$ cat config.mk
export PLATFORM = sky130hd
export DESIGN_NAME = uart_word_assembler
export DESIGN_NICKNAME = d
export VERILOG_FILES = /design/src/rtl/uart_word_assembler.sv
export SDC_FILE = /design/constraint.sdc
export NUM_CORES = 1
export LEC_CHECK = 0
export BUFFER_PORTS_ARGS = -buffer_cell sky130_fd_sc_hd__buf_2
export CAP_MARGIN = 30
export CORE_MARGIN = 8
export CORE_UTILIZATION = 35
export DETAILED_ROUTE_END_ITERATION = 16
export GPL_ROUTABILITY_DRIVEN = 0
export PLACE_DENSITY = 0.52
export SLEW_MARGIN = 20
export SYNTH_ARGS = -nofsm -noshare
export SYNTH_HDL_FRONTEND = slang
export SYNTH_SLANG_ARGS = --single-unit
$ cat constraint.sdc
create_clock -name Clk -period 1.73 [get_ports Clk]
set_input_delay 0.346 -clock Clk [delete_from_list [all_inputs] [get_ports Clk]]
set_output_delay 0.346 -clock Clk [all_outputs]
set_load 0.05 [all_outputs]
$ cat src/rtl/uart_word_assembler.sv
// rtl/uart_word_assembler.sv - reassembles UART bytes MSB-first into 32-bit words
//
// Collects one byte per Rx_Done pulse. The first byte of a word lands in
// word_out[31:24]. A finished word is presented on word_out with a one-cycle
// word_valid pulse. If the gap between bytes of one word grows too long, the
// partial word is dropped and timeout_err pulses, so the link resynchronises
// after a lost byte.
//
// Optional feature macro: UART_ASM_CHECKSUM_EN
//   When defined, a fifth byte equal to the XOR of the four data bytes is
//   required. A mismatch raises chk_err instead of word_valid.
//
// Ports:
//   Clk          system clock, all logic on posedge
//   Rst_n        synchronous active-low reset
//   Rx_Done      one-cycle pulse: rx_data holds a new byte
//   rx_data      received byte, sampled only when Rx_Done=1
//   word_out     last complete word, held until the next word completes
//   word_valid   one-cycle pulse: word_out has just been updated
//   busy         1 while a word is partially received
//   timeout_err  one-cycle pulse: partial word discarded by timeout
//   chk_err      one-cycle pulse on checksum mismatch (0 without the macro)

module uart_word_assembler #(
   parameter int TIMEOUT_CYCLES = 8680,
   parameter int CNT_W          = 14
) (
   input  logic        Clk,
   input  logic        Rst_n,
   input  logic        Rx_Done,
   input  logic [7:0]  rx_data,
   output logic [31:0] word_out,
   output logic        word_valid,
   output logic        busy,
   output logic        timeout_err,
   output logic        chk_err
);

   typedef enum logic [2:0] {
      IDLE,
      GOT1,
      GOT2,
`ifdef UART_ASM_CHECKSUM_EN
      GOT3,
      GOT4
`else
      GOT3
`endif
   } state_t;

   // Without the checksum only three bytes must be held: the fourth byte
   // goes straight from rx_data into word_out.
`ifdef UART_ASM_CHECKSUM_EN
   localparam int SH_W = 32;
`else
   localparam int SH_W = 24;
`endif

   localparam bit             TMO_EN = (TIMEOUT_CYCLES > 0);
   localparam logic [CNT_W-1:0] TERM = CNT_W'((TIMEOUT_CYCLES > 0) ? TIMEOUT_CYCLES - 1 : 0);

   state_t            state_q, state_d;
   logic [SH_W-1:0]   shift_q, shift_d;
   logic [CNT_W-1:0]  cnt_q, cnt_d;
   logic [31:0]       word_q, word_d;
   logic              word_valid_q, word_valid_d;
   logic              busy_q, busy_d;
   logic              timeout_err_q, timeout_err_d;
   logic              tmo_fire;

`ifdef UART_ASM_CHECKSUM_EN
   logic              chk_err_q, chk_err_d;
   logic [7:0]        xor_sum;
   assign xor_sum = shift_q[31:24] ^ shift_q[23:16] ^ shift_q[15:8] ^ shift_q[7:0];
`endif

   // A byte arriving on the terminal-count cycle wins over the timeout.
   assign tmo_fire = TMO_EN && (state_q != IDLE) && (cnt_q == TERM) && !Rx_Done;

   always_comb begin
      state_d       = state_q;
      shift_d       = shift_q;
      cnt_d         = cnt_q;
      word_d        = word_q;
      word_valid_d  = 1'b0;
      timeout_err_d = 1'b0;
`ifdef UART_ASM_CHECKSUM_EN
      chk_err_d     = 1'b0;
`endif
      if (Rx_Done) begin
         shift_d = {shift_q[SH_W-9:0], rx_data};
         cnt_d   = '0;
         case (state_q)
            IDLE: state_d = GOT1;
            GOT1: state_d = GOT2;
            GOT2: state_d = GOT3;
`ifdef UART_ASM_CHECKSUM_EN
            GOT3: state_d = GOT4;
            GOT4: begin
               // shift_q holds the four data bytes; rx_data is the checksum.
               state_d = IDLE;
               if (rx_data == xor_sum) begin
                  word_d       = shift_q;
                  word_valid_d = 1'b1;
               end else begin
                  chk_err_d = 1'b1;
               end
            end
`else
            GOT3: begin
               state_d      = IDLE;
               word_d       = {shift_q, rx_data};
               word_valid_d = 1'b1;
            end
`endif
            default: state_d = IDLE;
         endcase
      end else if (tmo_fire) begin
         state_d       = IDLE;
         shift_d       = '0;
         cnt_d         = '0;
         timeout_err_d = 1'b1;
      end else if (TMO_EN && (state_q != IDLE)) begin
         cnt_d = cnt_q + CNT_W'(1);
      end
      busy_d = (state_d != IDLE);
   end

   always_ff @(posedge Clk) begin
      if (!Rst_n) begin
         state_q       <= IDLE;
         shift_q       <= '0;
         cnt_q         <= '0;
         word_q        <= '0;
         word_valid_q  <= 1'b0;
         busy_q        <= 1'b0;
         timeout_err_q <= 1'b0;
`ifdef UART_ASM_CHECKSUM_EN
         chk_err_q     <= 1'b0;
`endif
      end else begin
         state_q       <= state_d;
         shift_q       <= shift_d;
         cnt_q         <= cnt_d;
         word_q        <= word_d;
         word_valid_q  <= word_valid_d;
         busy_q        <= busy_d;
         timeout_err_q <= timeout_err_d;
`ifdef UART_ASM_CHECKSUM_EN
         chk_err_q     <= chk_err_d;
`endif
      end
   end

   assign word_out    = word_q;
   assign word_valid  = word_valid_q;
   assign busy        = busy_q;
   assign timeout_err = timeout_err_q;
`ifdef UART_ASM_CHECKSUM_EN
   assign chk_err     = chk_err_q;
`else
   assign chk_err     = 1'b0;
`endif

endmodule
* Word-level counts from Yosys, hierarchy flattened *
Cells that the tools add are included.

operators by class
  add/sub/neg operators = 1
  eq/ne operators = 4
  multiplexer cells = 7
  bitwise logic cells = 1
  reductions and logical operators = 11

operator list
  cell                                                                    number
  24-bit 2-to-1 mux                                                       2
  14-bit by 1-bit adder with 14-bit output (second input constant)        1
  14-bit equality test (second input constant)                            1
  3-bit by 2-bit equality test with 1-bit output (second input constant)  2
  3-bit 2-to-1 mux                                                        2
  2-bit case mux with 3 select lines                                      1
  3-bit nonzero test                                                      2
  2-bit AND reduction                                                     2
  3-bit by 1-bit equality test with 1-bit output (second input constant)  1
  3-bit zero test                                                         1
  3-bit OR reduction                                                      1
  1-bit logical AND                                                       2
  1-bit 2-to-1 mux                                                        2
  2-bit nonzero test                                                      1
  2-bit OR reduction                                                      1
  1-bit zero test                                                         1
  1-bit NOT                                                               1

word-level totals
  bits in registers = 76
  output and inout port bits = 36
  word-level logic and storage cells = 31

* Logic depth before layout (Yosys ltp) *
Gate-level depths: netlist (run 1).

  depth in word-level cells = 6
  depth in mapped cells = 6
  depth with buffers taken out = 5

* Worst setup path before layout (run 1) *
Ideal clock, no wire load.

  path type = register to register
  start point = register state_q[0]
  end point = register cnt_q[0]
  setup time = 0.065 ns
  arrival time = 1.440 ns
  setup slack = 0.224 ns
  stages on the path, launching flop included = 7
  path buffers = 2
  cells stage by stage = dfxtp_1 > buf_6 > o311a_4 > and4_4 > or2_4 > buf_6 > nor2_1

between the ends
  cells in the longest elaborated chain, start to end = 4

ends and longest elaborated chain
  element                          line     RTL
  start, declared                  62       state_t state_q, state_d;
  start signal, assigned           142      state_q <= state_d;
  3-bit nonzero test (*)           78, 123
  1-bit logical AND (2 in series)  78       assign tmo_fire = TMO_EN && (state_q != IDLE) && (cnt_q == TERM) && !Rx_Done;
  3-bit OR reduction (no line)     n/a
  end signal, assigned             144      cnt_q <= cnt_d;
  end, declared                    64       logic [CNT_W-1:0] cnt_q, cnt_d;

Mark *: on every way between the ends. The rest lies on a longest branch, timed or not.
A chain may end at the register's enable or synchronous reset.

* Worst setup path in the final report (run 1) *
  start point = register cnt_q[11]
  end point = register busy_q, in the netlist busy

between the ends
  cells in the longest elaborated chain, start to end = 6

ends and longest elaborated chain
  element                          line  RTL
  14-bit equality test             78
  1-bit logical AND (2 in series)  78
  3-bit 2-to-1 mux                 118   end else if (tmo_fire) begin
  3-bit 2-to-1 mux                 90    if (Rx_Done) begin
  3-bit nonzero test               126   busy_d = (state_d != IDLE);
  end signal, assigned             147   busy_q <= busy_d;
  end, declared                    67    logic busy_q, busy_d;

No other way between the ends.

==> reports/metrics.cfg, run 1 <==
[detailed_routing]
post_drt_via_cell_ratio = 4.83
drt_pass1_iterations = 4
via_count = 2209
routed_wire_length_per_instance_um = 14.1
wl_mm = 6.44
final_antenna_net_count = 0
drc = 0
detailedRoute.firstIterationViolations = 88

[worst_hold_path]
end_point_of_the_most_critical_hold_path = shift_q[3]
hold_path.startpoint = rx_data[3]
hp-class = in -> reg
min_delay_path_depth = 2

[clocking]
tritoncts = built
clk_pin_slew_ns = 0.08
cts.htree.levels = 3
clk_latency_ns = 0.35
cts.sinks = 76
cts-buffers-inserted = 9
ctsLongestPathBuffers = 2
clock_tree.root_cell = clkbuf_8

[finish]
flow.area_growth_from_synthesis_pct = 19.2
final_cells = 457
drive_gt1_share_pct = 23.0
layout.cells.most_common = dfxtp_1
final_std_cell_area_no_fill_mm2 = 0.00341
most-common-layout-cells = 76 x dfxtp_1, 69 x nand2_1, 45 x buf_2
antennaDiodeCount = 0
nets = 359

[place]
dpl.cell_count = 440
io_buffers = 45
dp_hpwl_mm = 4.25
place_ws_ns = 0.118
place_area_mm2 = 0.00321

[setup_path]
critical_path_peak_fanout = 13
worst_path_max_delay_cell = dfxtp_1
arrival_ns = 1.80
critical_path.reg2reg.endpoint = busy
r2r.worst_path.cells = 5
slowest_delay_ns = 0.33
start_kind = register
timing.critical_path.required_ns = 1.94
timing_worst_setup_path_type = reg -> reg
critical_path.reg2reg.startpoint = cnt_q[11]
setup.reg_to_reg.worst_slack_ns = 0.14
critical_path.top_delay_family = simple AND/OR/NAND/NOR gates
worst_setup_path_end_kind = register
crit_chain = nor4_1 -> buf_4 -> and4_4 -> or2_4 -> o21ai_0
crit_buf_inv = 1

[synth]
synth_fp_nets = 310
yosys.cell_types.count = 40
asyncSetResetFlopFracSynth_pct = 0
adder_cell_share_of_the_synthesized_area_pct = 0.438
netlist_instances = 298
synth_compound_area_share_pct = 18.2
synth_top_family_by_area = simple AND/OR/NAND/NOR gates
synth_edf_count = 0
yosys.area_share.simple_pct = 19.4
post_synth.cell_area_avg_um2 = 9.59
synth_seq_cells = 76
seq_area_frac_synth_pct = 53.2
ys.flop_type = dfxtp_1
synth_mux_area_share_pct = 0.700
post_synthesis_instance_area_mm2 = 0.00286
yosys_warnings = 0
synth_xor_area_share_pct = 3.68

[sta]
fin_skew_ns = 0.0101
rsz_0062_raised_after_global_routing = no
finalSetupViolCount = 0
setup_slack_ns = 0.139
finalSetupTns_ns = 0
fin_hold_viols = 0
final_count_of_pins_violating_max_slew = 0
period_share_pct = 92.0
fmax_ghz = 0.629
post-route-min-period_ns = 1.59

[global_route]
groute.usage.overall_pct = 11.6
grt_pass1_wl_mm = 10.5
grt_pass1_vias = 2097
global_route.overflow_total = 0
initial_antenna_violation_count = 0
pin_count_of_the_biggest_net_entering_global_routing = 37

[power_and_ir_drop]
p_total_uw = 3210
power_density_over_the_cells_mw_per_mm2 = 941
p_int_uw = 2410
power.share.switching_pct = 24.9
p_seq_share_pct = 56.1
pwr-share-clk_pct = 39.2
comb_power_share_pct = 4.7
p_leak_uw = 0.00133
net-switching-power_uw = 799
max-vdd-ir-drop_mv = 0.423

[die]
ioPinCount = 47
floorplan.die.height_um = 106
core.rowCount = 33
floorplan.core_area_mm2 = 0.00805
floorplan.initialDensity_pct = 35.5
die_area_mm2 = 0.0113
dieWidth_um = 106

[run_status]
status = completed

[run]
max_cap_violations = 0

[repair_timing]
| action | 4_1_cts | 5_1_grt |
|---|---|---|
| endpoints found under the setup margin | 0 | 24 |
| buffers inserted | 0 | 0 |
| gates resized for setup | 0 | 1 |
| hold buffers | 0 | 0 |
[worst reg2reg max path: cells and delay by family, from the launching register on]
kind	cells	cell delay, ns
flops	1	0.33
simple gates	3	0.82
compound gates	1	0.12
buf+inv	1	0.17
[cells in the mapped netlist, drive strengths merged, types with 2 or more instances]
library cell / instances / area, um^2
a22o: 24 / 210
buf: 8 / 67.6
nor3: 2 / 10.0
nand2: 69 / 259
mux2i: 2 / 20.0
and3: 3 / 20.0
nand3: 4 / 20.0
nand4: 5 / 31.3
o21ai: 2 / 10.0
nor4: 5 / 31.3
and2: 4 / 25.0
a21boi: 33 / 248
nor2b: 2 / 12.5
nor2: 17 / 71.3
dfxtp: 76 / 1520
and4: 2 / 20.0
a21oi: 3 / 15.0
xnor2: 6 / 52.6
xor2: 6 / 52.6
clkbuf: 12 / 50.1
[registers in the layout (all words and copies together), names as in the netlist]
| signal | flops |
|---|---|
| state_q | 3 |
| busy | 1 |
| word_out | 32 |
| word_valid | 1 |
| cnt_q | 14 |
| timeout_err | 1 |
| shift_q | 24 |
[through the flow]
step	utilization, %	hold WS, ns
floorplan	-	0.441
global placement	39.9	0.450
detailed placement	39.9	0.456
CTS	42.2	0.207
global route	42.3	0.208
finish	42.3	0.224
[logic make-up (layout without fill, tap and decap cells)]
family | count (synthesis) | after routing
AO/OA/AOI/OAI | 65 | 65
XOR/XNOR | 12 | 12
adder cells (fa/ha/maj) | 1 | 1
buffers and inverters | 21 | 74
flip-flops | 76 | 76
multiplexers | 2 | 2
other | 1 | 1
AND/OR/NAND/NOR | 120 | 121
[how the worst max path moves through the flow]
stage / to / startpoint / cells after the start
global placement: shift_q[6] / cnt_q[0] / 5
global route: busy / cnt_q[11] / 5
CTS: shift_q[14] / cnt_q[0] / 5
finish: busy / cnt_q[11] / 5
floorplan: cnt_q[0] / state_q[0] / 6
detailed placement: shift_q[19] / cnt_q[0] / 5
[cell type report]
class | count | area, um^2
clock buffers | 10 | 138
inverters | 1 | 3.75
well taps | 105 | 131
multi-input cells | 202 | 1230
fillers | 835 | 4640
clock inverters | 6 | 46.3
flip-flops and latches | 76 | 1520
repair buffers | 57 | 340
[layer usage]
layer / track usage [%] / wire length, um / vias up
li1: - / - / 1120
met1: 14.8 / 3150 / 1030
met2: 16.9 / 2790 / 47
met3: 4.36 / 383 / 12
met4: 5.13 / 121 / 0
met5: 0 / 0 / -
[power by group through the flow]
stage	Sequential [uW]	Combinational [uW]	Clock, uW
finish	1800	152	1260
CTS	1800	151	1300
floorplan	1850	101	0
detailed placement	1840	151	0
global route	1800	168	1370
global placement	1840	151	0
No activity file was read; power rests on OpenSTA's default activity.
==> run 2: changes to the inputs <==
Settings changed: MAX_ROUTING_LAYER from default to met4.
==> run 2 against run 1 <==
Against the previous run: count of clock-buffer cells in the layout unchanged; setup slack got worse by 0.0023 ns; worst hold slack got worse by 0.0030 ns; sequential power about the same; register-to-register slack about the same; combinational power about the same; highest routed layer unchanged; die area unchanged.
==> reports/metrics.cfg, run 2 (synthesis gave the netlist of run 1 again) <==
[setup_path]
start_kind = register
critical_path.top_delay_family = simple AND/OR/NAND/NOR gates
crit_buf_inv = 1
crit_chain = nor4_1 -> buf_4 -> and4_4 -> or2_4 -> o21ai_0
path_depth = 5
slowest_delay_ns = 0.33
r2r.worst_path.cells = 5
worst_setup_path_end_kind = register
worst_path_max_delay_cell = dfxtp_1
critical_path_peak_fanout = 13
arrival_ns = 1.80
timing.critical_path.required_ns = 1.94
timing_worst_setup_path_type = reg -> reg

[place]
io_buffers = 45
place_ws_ns = 0.118
dp_hpwl_mm = 4.25

[clocking]
cts.htree.levels = 3
ctsLongestPathBuffers = 2
postCtsSetupBuffers = 0
cts-buffers-inserted = 9
clock_tree.root_cell = clkbuf_8
clk_latency_ns = 0.35
cts.sinks = 76
clk_pin_slew_ns = 0.08
tritoncts = built

[die]
floorplan.core_area_mm2 = 0.00805
floorplan.initialDensity_pct = 35.5
core.rowCount = 33
floorplan.die.height_um = 106
die_area_mm2 = 0.0113
dieWidth_um = 106
ioPinCount = 47

[sta]
setup_slack_ns = 0.137
post-route-min-period_ns = 1.59
finalSetupTns_ns = 0
fin_skew_ns = 0.00985
finalSetupViolCount = 0
fmax_ghz = 0.628
fin_hold_viols = 0
rsz_0062_raised_after_global_routing = no
final_count_of_pins_violating_max_slew = 0
period_share_pct = 92.1

[power_and_ir_drop]
p_leak_uw = 0.00133
max-vdd-ir-drop_mv = 0.423
power_density_over_the_cells_mw_per_mm2 = 942

[run]
max_cap_violations = 0

[worst_hold_path]
hp-class = in -> reg
min_delay_path_depth = 2

[global_route]
grt_most_used_layer = met2
global_route.overflow_total = 0
global_route.usage.met3_pct = 3.87
global_route_met1_utilization_pct = 15.2
initial_antenna_violation_count = 0
grt_pass1_wl_mm = 10.5
pin_count_of_the_biggest_net_entering_global_routing = 37
groute.usage.overall_pct = 11.9
grt_pass1_vias = 2091
met2_usage_pct = 16.9

[finish]
nets = 359
layout.cells.most_common = dfxtp_1
most-common-layout-cells = 76 x dfxtp_1, 69 x nand2_1, 45 x buf_2
flow.area_growth_from_synthesis_pct = 19.2
antennaDiodeCount = 0
largest_register_ff_count = 32
drive_gt1_share_pct = 23.0

[detailed_routing]
drt_pass1_iterations = 4
final_antenna_net_count = 0
routed_wire_length_per_instance_um = 14.1
post_drt_via_cell_ratio = 4.80
via_count = 2194
drc = 0
detailedRoute.firstIterationViolations = 91
wl_mm = 6.44

[run_status]
status = completed

## run 2: repair_timing
action | in CTS | in global routing
hold buffers | 0 | 0
resized for setup | 0 | 1
endpoints found under the setup margin | 0 | 24
## run 2: path summary, 6_finish.rpt
kind / start / end / slack, ns
max: cnt_q[11] / busy / 0.14
min: rx_data[5] / shift_q[5] / 0.22
max reg2reg: cnt_q[11] / busy / 0.14
min reg2reg: word_out[27] / word_out[27] / 0.46
## run 2: power by group
part           internal (uW)  switching, uW  leakage, uW
combinational           62.0           90.8     0.000624
clock                    570            691    0.0000893
sequential              1780           21.9     0.000615
## run 2: metal layers
metal,share of wire (%),vias to the layer above
li1,-,1124
met1,50,1012
met2,43,45
met3,4.8,13
met4,2.0,0
met5,0,-
## run 2: area by class of cell
type | instances | area, um^2
fillers | 835 | 4640
flip-flops and latches | 76 | 1520
multi-input cells | 202 | 1230
repair buffers | 57 | 340
clock buffers | 10 | 138
well taps | 105 | 131
clock inverters | 6 | 46.3
inverters | 1 | 3.75
## run 2: metrics by stage
| stage | total power [uW] | cells | area [um^2] | hold slack (ns) | util, % |
|---|---|---|---|---|---|
| 4_1_cts | 3250 | 456 | 3400 | 0.207 | 42.2 |
| 6_report | 3210 | 457 | 3410 | 0.221 | 42.3 |
| 5_1_grt | 3350 | 457 | 3410 | 0.208 | 42.3 |
| 3_5_place_dp | 1990 | 440 | 3210 | 0.456 | 39.9 |
| 3_3_place_gp | 1990 | 440 | 3210 | 0.450 | 39.9 |
| 2_1_floorplan | 1950 | 298 | 2860 | 0.441 | - |
==> run 3: changes to the inputs <==
Clock period 1.73 ns to 1.6 ns, I/O delays scaled along.
==> run 3 against run 2 <==
Against the previous run: global-route usage up 0.086 points; non-clock buffer count up 5; design area up 1.6%; sequential cell count unchanged; core utilization up 0.68 points; cell count up 1.1%; first-iteration DRC count up 27%; routed wire length up 1.5%; critical endpoint is now shift_q[14].
==> reports/metrics.cfg, run 3 (synthesis gave the netlist of run 1 again) <==
[detailed_routing]
detailedRoute.firstIterationViolations = 116
post_drt_via_cell_ratio = 4.76
drc = 0
drt_pass1_iterations = 4
wl_mm = 6.54
via_count = 2197
final_antenna_net_count = 0
routed_wire_length_per_instance_um = 14.1

[global_route]
initial_antenna_violation_count = 0
pin_count_of_the_biggest_net_entering_global_routing = 26
grt_pass1_wl_mm = 10.5
grt_pass1_vias = 2061
global_route.overflow_total = 0
groute.usage.overall_pct = 12.0

[power_and_ir_drop]
max-vdd-ir-drop_mv = 0.472
p_leak_uw = 0.00136
pwr-share-clk_pct = 37.9
comb_power_share_pct = 5.0
power_density_over_the_cells_mw_per_mm2 = 983
net-switching-power_uw = 779
p_seq_share_pct = 57.1
p_int_uw = 2620
power.share.switching_pct = 22.9

[setup_path]
worst_setup_path_end_kind = register
r2r.worst_path.cells = 5
setup.reg_to_reg.worst_slack_ns = 0.1
critical_path.top_delay_family = compound AO/OA/AOI/OAI gates
crit_buf_inv = 0
start_kind = register
setup.worst_path.start = cnt_q[0]
critical_path.reg2reg.startpoint = cnt_q[0]
critical_path.reg2reg.endpoint = shift_q[14]
slowest_delay_ns = 0.37
critical_path_peak_fanout = 13
worstSetupEndpoint = shift_q[14]
arrival_ns = 1.73
crit_chain = ha_1 -> o311a_4 -> and4_4 -> nor2_4 -> a22o_1
timing_worst_setup_path_type = reg -> reg
timing.critical_path.required_ns = 1.83
path_depth = 5
worst_path_max_delay_cell = dfxtp_1

[clocking]
clk_pin_slew_ns = 0.07
clock_tree.root_cell = clkbuf_8
cts.htree.levels = 3
clk_latency_ns = 0.33
cts.sinks = 76
ctsLongestPathBuffers = 2
cts-buffers-inserted = 9
tritoncts = built

[die]
dieWidth_um = 106
ioPinCount = 47
floorplan.die.height_um = 106
floorplan.core_area_mm2 = 0.00805
core.rowCount = 33
floorplan.initialDensity_pct = 35.5
die_area_mm2 = 0.0113

[sta]
hold_slack_ns = 0.213
post-route-min-period_ns = 1.50
final_count_of_pins_violating_max_slew = 0
fmax_ghz = 0.664
finalSetupViolCount = 0
fin_skew_ns = 0.00738
relSlewSlack_pct = 37.6
tightestPinTransition_ns = 0.936
period_share_pct = 94.1
fin_hold_viols = 0

[place]
place_area_mm2 = 0.00326
dpl.cell_count = 445
dp_hpwl_mm = 4.47
io_buffers = 45

[finish]
largest_register_ff_count = 32
most-common-layout-cells = 76 x dfxtp_1, 69 x nand2_1, 45 x buf_2
antennaDiodeCount = 0
nets = 365
final_std_cell_area_no_fill_mm2 = 0.00346
layout.cells.most_common = dfxtp_1
flow.area_growth_from_synthesis_pct = 21.1
drive_gt1_share_pct = 24.4
final_cells = 462
nFillCells = 820

[run]
max_cap_violations = 0

[worst_hold_path]
min_delay_path_depth = 2
hp-class = in -> reg

[run_status]
status = completed

## run 3: final cells by class
class                   instances  area, um^2  share of cell area, %
clock inverters                 4        25.0                  0.723
well taps                     105         131                   3.79
clock buffers                  11         151                   4.37
multi-input cells             203        1240                   35.8
repair buffers                 62         390                   11.3
flip-flops and latches         76        1520                   43.9
inverters                       1        3.75                  0.108
## run 3: what timing repair did
| item | 4_1_cts | 5_1_grt |
|---|---|---|
| pin swaps | 1 | 1 |
| endpoints found under the setup margin | 24 | 6 |
| hold buffers | 0 | 0 |
| buffers inserted | 0 | 0 |
| resized for setup | 2 | 0 |
| cloned | 1 | 1 |
## run 3: how the worst min path moves through the flow
stage | start | end | slack [ns]
final | rx_data[2] | shift_q[2] | 0.21
after global routing | rx_data[3] | shift_q[3] | 0.20
after CTS | rx_data[2] | shift_q[2] | 0.19
after detailed placement | word_out[6] | word_out[6] | 0.45
after global placement | word_out[7] | word_out[7] | 0.45
after floorplan | shift_q[23] | word_out[31] | 0.44
## run 3: power groups by stage
stage	clock (uW)	combinational [uW]	sequential, uW
after detailed placement	0	167	1990
after floorplan	0	109	2000
after global placement	0	166	1990
after CTS	1340	171	1940
final	1290	171	1940
after global routing	1410	186	1950
## run 3: per-stage QoR
step / worst slack [ns] / power [uW] / TNS (ns) / utilization [%]
global route: -0.00206 / 3550 / -0.00227 / 43.0
floorplan: 0.0945 / 2110 / 0 / -
detailed placement: -0.0273 / 2160 / -0.428 / 40.5
CTS: 0.0817 / 3460 / 0 / 42.9
finish: 0.0951 / 3400 / 0 / 43.0
global placement: -0.0145 / 2150 / -0.286 / 40.5
## run 3: routing by layer
layer	track usage (%)	routed length, um	vias to the layer above
li1	-	-	1135
met1	15.6	3270	1017
met2	16.9	2900	40
met3	3.33	305	5
met4	5.43	57	0
met5	-	0	-
